$ cat src/rtl/msrv32_trap_controller.sv
// Machine-mode trap sequencer: detects exceptions, interrupts and MRET, then
// drives the one-cycle CSR update strobes and the next-PC source select.
module msrv32_trap_controller (
  input  logic       clk_in,
  input  logic       rst_in,
  input  logic       stall_in,
  input  logic       illegal_instr_in,
  input  logic       misaligned_instr_in,
  input  logic       misaligned_load_in,
  input  logic       misaligned_store_in,
  input  logic       ecall_in,
  input  logic       ebreak_in,
  input  logic       mret_in,
  input  logic       mie_in,
  input  logic       meie_in,
  input  logic       mtie_in,
  input  logic       msie_in,
  input  logic       meip_in,
  input  logic       mtip_in,
  input  logic       msip_in,
  output logic       i_or_e_out,
  output logic [3:0] cause_out,
  output logic       set_cause_out,
  output logic       set_epc_out,
  output logic       mie_clear_out,
  output logic       mie_set_out,
  output logic       misaligned_exception_out,
  output logic       instret_inc_out,
  output logic [1:0] pc_src_out,
  output logic       flush_out,
  output logic       trap_taken_out
);

  typedef enum logic [1:0] {
    ST_RESET       = 2'd0,
    ST_OPERATING   = 2'd1,
    ST_TRAP_TAKEN  = 2'd2,
    ST_TRAP_RETURN = 2'd3
  } state_t;

  state_t     state_r;
  logic [3:0] cause_r;
  logic       i_or_e_r;
  logic       misaligned_r;

  logic       exc_s;
  logic       irq_s;
  logic [3:0] exc_cause_s;
  logic [3:0] irq_cause_s;
  logic       exc_misaligned_s;

  assign exc_s = illegal_instr_in | misaligned_instr_in | ecall_in | ebreak_in |
                 misaligned_load_in | misaligned_store_in;
  assign irq_s = mie_in & ((meie_in & meip_in) | (msie_in & msip_in) | (mtie_in & mtip_in));

  // Exception and interrupt cause selection by fixed priority
  always_comb begin
    exc_cause_s = 4'd0;
    irq_cause_s = 4'd7;
    if (illegal_instr_in) begin
      exc_cause_s = 4'd2;
    end else if (misaligned_instr_in) begin
      exc_cause_s = 4'd0;
    end else if (ecall_in) begin
      exc_cause_s = 4'd11;
    end else if (ebreak_in) begin
      exc_cause_s = 4'd3;
    end else if (misaligned_load_in) begin
      exc_cause_s = 4'd4;
    end else if (misaligned_store_in) begin
      exc_cause_s = 4'd6;
    end else begin
      exc_cause_s = 4'd0;
    end
    if (meie_in && meip_in) begin
      irq_cause_s = 4'd11;
    end else if (msie_in && msip_in) begin
      irq_cause_s = 4'd3;
    end else begin
      irq_cause_s = 4'd7;
    end
  end

  // cause 0 is only selected when misaligned_instr wins, so exc_s gates it
  assign exc_misaligned_s = exc_s & ((exc_cause_s == 4'd0) | (exc_cause_s == 4'd4) |
                                     (exc_cause_s == 4'd6));

  // Trap sequencer state, registered cause and mtval-capture flag
  always_ff @(posedge clk_in) begin
    if (rst_in) begin
      state_r      <= ST_RESET;
      cause_r      <= 4'd0;
      i_or_e_r     <= 1'b0;
      misaligned_r <= 1'b0;
    end else begin
      case (state_r)
        ST_RESET: state_r <= ST_OPERATING;
        ST_OPERATING: begin
          if (!stall_in) begin
            if (exc_s) begin
              state_r      <= ST_TRAP_TAKEN;
              cause_r      <= exc_cause_s;
              i_or_e_r     <= 1'b0;
              misaligned_r <= exc_misaligned_s;
            end else if (irq_s) begin
              state_r      <= ST_TRAP_TAKEN;
              cause_r      <= irq_cause_s;
              i_or_e_r     <= 1'b1;
              misaligned_r <= 1'b0;
            end else if (mret_in) begin
              state_r <= ST_TRAP_RETURN;
            end else begin
              state_r <= ST_OPERATING;
            end
          end else begin
            state_r <= ST_OPERATING;
          end
        end
        ST_TRAP_TAKEN:  state_r <= ST_OPERATING;
        ST_TRAP_RETURN: state_r <= ST_OPERATING;
        default:        state_r <= ST_RESET;
      endcase
    end
  end

  // Output decode from registered state; instret in OPERATING also sees live inputs
  always_comb begin
    pc_src_out               = 2'b00;
    flush_out                = 1'b1;
    set_cause_out            = 1'b0;
    set_epc_out              = 1'b0;
    mie_clear_out            = 1'b0;
    mie_set_out              = 1'b0;
    trap_taken_out           = 1'b0;
    misaligned_exception_out = 1'b0;
    instret_inc_out          = 1'b0;
    case (state_r)
      ST_RESET: begin
        pc_src_out = 2'b00;
        flush_out  = 1'b1;
      end
      ST_OPERATING: begin
        pc_src_out      = 2'b01;
        flush_out       = 1'b0;
        instret_inc_out = ~stall_in & ~exc_s & ~irq_s & ~mret_in;
      end
      ST_TRAP_TAKEN: begin
        pc_src_out               = 2'b11;
        set_cause_out            = 1'b1;
        set_epc_out              = 1'b1;
        mie_clear_out            = 1'b1;
        trap_taken_out           = 1'b1;
        misaligned_exception_out = misaligned_r;
      end
      ST_TRAP_RETURN: begin
        pc_src_out      = 2'b10;
        mie_set_out     = 1'b1;
        instret_inc_out = 1'b1;
      end
      default: begin
        pc_src_out = 2'b00;
        flush_out  = 1'b1;
      end
    endcase
  end

  assign cause_out  = cause_r;
  assign i_or_e_out = i_or_e_r;

  msrv32_trap_controller_checker u_checker (
    .clk_in        (clk_in),
    .rst_in        (rst_in),
    .set_cause_out (set_cause_out),
    .mie_clear_out (mie_clear_out),
    .mie_set_out   (mie_set_out)
  );

endmodule

// Strobe exclusivity properties for the trap sequencer outputs.
module msrv32_trap_controller_checker (
  input logic clk_in,
  input logic rst_in,
  input logic set_cause_out,
  input logic mie_clear_out,
  input logic mie_set_out
);

  a_mie_excl: assert property (@(posedge clk_in) disable iff (rst_in)
    !(mie_clear_out && mie_set_out));

  a_cause_vs_ret: assert property (@(posedge clk_in) disable iff (rst_in)
    !(set_cause_out && mie_set_out));

endmodule

$ cat config.mk
export PLATFORM = sky130hd
export DESIGN_NAME = msrv32_trap_controller
export DESIGN_NICKNAME = d
export VERILOG_FILES = /design/src/rtl/msrv32_trap_controller.sv
export SDC_FILE = /design/constraint.sdc
export NUM_CORES = 1
export LEC_CHECK = 0
export CORE_UTILIZATION = 36
export DETAILED_ROUTE_END_ITERATION = 8
export PLACE_DENSITY = 0.86
export SLEW_MARGIN = 20
export SYNTH_ARGS = -nofsm -noshare
export SYNTH_HDL_FRONTEND = slang
export SYNTH_SLANG_ARGS = --single-unit
$ cat constraint.sdc
create_clock -name clk_in -period 2 [get_ports clk_in]
set_input_delay 0.5 -clock clk_in [delete_from_list [all_inputs] [get_ports clk_in]]
set_output_delay 0.5 -clock clk_in [all_outputs]
set_load 0.01 [all_outputs]
==> metrics.txt <==
Post-route DRC=0; Mapped Cells=66; Fmax=approximately 480 MHz; RSZ-0062 raised after global routing=true; initial core utilization=40.4%; worst-path maximum fanout=2; hold_buf cts=0; IO Count=32; core area=approximately 1400 um^2; Cell Area, Synth=about 550 um^2; routed vias=about 640; final worst slack=-0.0649 ns; global routing's busiest layer=met2; first-pass GRT wire length=between 2 and 2.5 mm; Clock Latency Late Sink=around 0.26 ns; critical path data arrival time=approximately 1.6 ns; Crit. Startpoint=meie_in; Seq/Total Area, Yosys=between 20% and 30%; Synth area leaders=dfxtp_1, ha_1, o21ai_0, buf_4, nor2_1; min Tclk post-route=around 2.1 ns; Max VDD drop=0.340 mV; Post-DP HPWL=approximately 1.3 mm; Crit-path slowest cell=a222oi_1; final WL=between 1.5 and 2 mm; CTS Buf Count=3; Worst-Margin Slew=0.380 ns; Synth top area share=between 20 and 30%; CP Class=primary input to output port; outcome=finished with violations; vias in the first global route=roughly 600; H-Tree Depth=1; TritonCTS clock tree=done; Power Dens Cells=~430 nW/um^2; Via density=about 5; final worst-path cycle share=103%; Max-slew headroom=roughly three quarters; Clock transition at path regs=~0.060 ns; final std cells w/o fill=roughly 130; Rows=13; CP Capture Point=instret_inc_out; Die Y=a little over 40 um; Synth area leader=dfxtp_1; clock tree sinks=8; Yosys reg bits=8; critical path, cell by cell=buf_6 > a222oi_1 > buf_4 > o211ai_4 > nor2_2 > a21o_1 > buf_2; Iteration-0 DRC Markers=12; met1 GRT Util=between 20% and 30%; ys flop type=dfxtp_1; met2 Use GR=between 40% and 50%; Crit. End Element=output port; Area growth syn-to-layout=84.1%; antenna-violating nets left=0; placed instance count=about 120; IO buf count=31; synthesized net count=88; R2R Path End=misaligned_r; gr usage total=around 23%; Critical Path RT=about 1.5 ns; nets=roughly 140; max-slew violations=0; Worst setup SP type=primary input; Lkg Pwr=~0.47 nW; gr ovfl total=0; initial antenna violation count=0; pin count of the biggest net entering global routing=9; max-cap viol count=0; Clock Tree Buf Depth=2; post-synthesis cell type count=27; Syn. warnings=0; met3 usage=a little under a tenth; Reg2Reg Depth=6; die area=1690 um^2; share of layout cells above drive strength 1=about a third; ys async rst share=0%; syn_area_per_cell=approximately 8.4 um^2; routability cong.=0.736; drt pass-1 iters=4; DR WL/cell=13.2 um; Root Buffer=clkbuf_4; critical path's largest stage delay=0.35 ns; antenna diode count=0; DP Worst Slack=-0.805 ns; DIE WIDTH=41.2 um; reg2reg setup slack=0.57 ns; failing checks=negative setup slack; final setup fails=1; Fin. Hold Viols=0; most frequent cells after synthesis=dfxtp_1, o21ai_0, nor2_1; worst hold path type=register to register; EDFF count, synth=0; Crit Reg-Reg Startpoint=state_r[1]; Post-Route Skew=0.0101 ns
## where the power goes
group / leakage (nW) / internal [mW] / switching, mW / total, mW
logic: 0.386 / 0.0775 / 0.0601 / 0.138
registers: 0.0659 / 0.167 / 0.00586 / 0.173
clock network: 0.0138 / 0.0688 / 0.0570 / 0.126
total: 0.466 / 0.314 / 0.123 / 0.437
## stage by stage
stage          setup TNS [ns]  instance area (um^2)  power [mW]  util (%)  hold slack, ns
2_1_floorplan               0                   552       0.224         -           0.442
3_3_place_gp           -0.777                   956       0.309      70.0           0.455
3_5_place_dp           -0.960                   956       0.312      70.0           0.456
4_1_cts               -0.0997                   978       0.436      71.6           0.465
5_1_grt                -0.136                  1020       0.463      74.4           0.480
6_report              -0.0649                  1020       0.437      74.4           0.464
## cell families (layout without fill, tap and decap cells)
group | after synthesis | in the layout | synth area share, %
DFF | 8 | 8 | 29.0
AOI/OAI and AO/OA | 23 | 23 | 28.6
adders and majority gates | 5 | 5 | 11.3
buffers and inverters | 9 | 56 | 8.84
and+or+nand+nor | 21 | 21 | 22.2
## cell type report
type / instances / area [um^2]
Clock buffer: 3 / 22.5
Fill cell: 102 / 350
Inverter: 5 / 18.8
Multi-Input combinational cell: 49 / 372
Sequential cell: 8 / 163
Tap cell: 15 / 18.8
Timing Repair Buffer: 48 / 422
## what timing repair did
action,in CTS,in global routing
resized for setup,41,5
endpoints found under the setup margin,9,1
hold endpoints to repair,0,0
setup buffers,1,2
pin swaps,5,5
## layer usage
| layer | part of all wire (%) | wire length [um] |
|---|---|---|
| met1 | 40 | 680 |
| met2 | 54 | 917 |
| met3 | 5.3 | 90 |
| met4 | 0 | 0 |
| met5 | 0 | 0 |
## worst max-delay path: cells and delay by family
| kind | cells | cell delay, ns |
|---|---|---|
| buffers and inverters | 3 | 0.40 |
| AOI/OAI and AO/OA | 3 | 0.55 |
| and+or+nand+nor | 1 | 0.11 |
## worst min path at each step
stage | from | to | slack [ns] | cells past startpoint
finish | misaligned_r | misaligned_r | 0.46 | 2
global route | misaligned_r | misaligned_r | 0.48 | 2
CTS | misaligned_r | misaligned_r | 0.47 | 2
detailed placement | misaligned_r | misaligned_r | 0.46 | 2
global placement | misaligned_r | misaligned_r | 0.46 | 2
floorplan | misaligned_r | misaligned_r | 0.44 | 2
## state kept, by name (all words and copies together) (netlist names)
| register | flops |
|---|---|
| cause_out | 4 |
| i_or_e_out | 1 |
| misaligned_r | 1 |
| state_r | 2 |
## layout by cell type, fill, tap and decap left out, types with 3 or more instances in the layout
cell type and count:
buf_4 17, clkdlybuf4s50_1 15, nand2_1 3, nor2_1 5, nor3_1 3, ha_1 4
nor2b_1 3, dfxtp_1 6, o21ai_0 8, inv_1 4, dlygate4sd2_1 6, clkdlybuf4s15_1 3
clkbuf_4 3, a21oi_1 3, buf_2 3
Power figures use the tool's default switching activity.
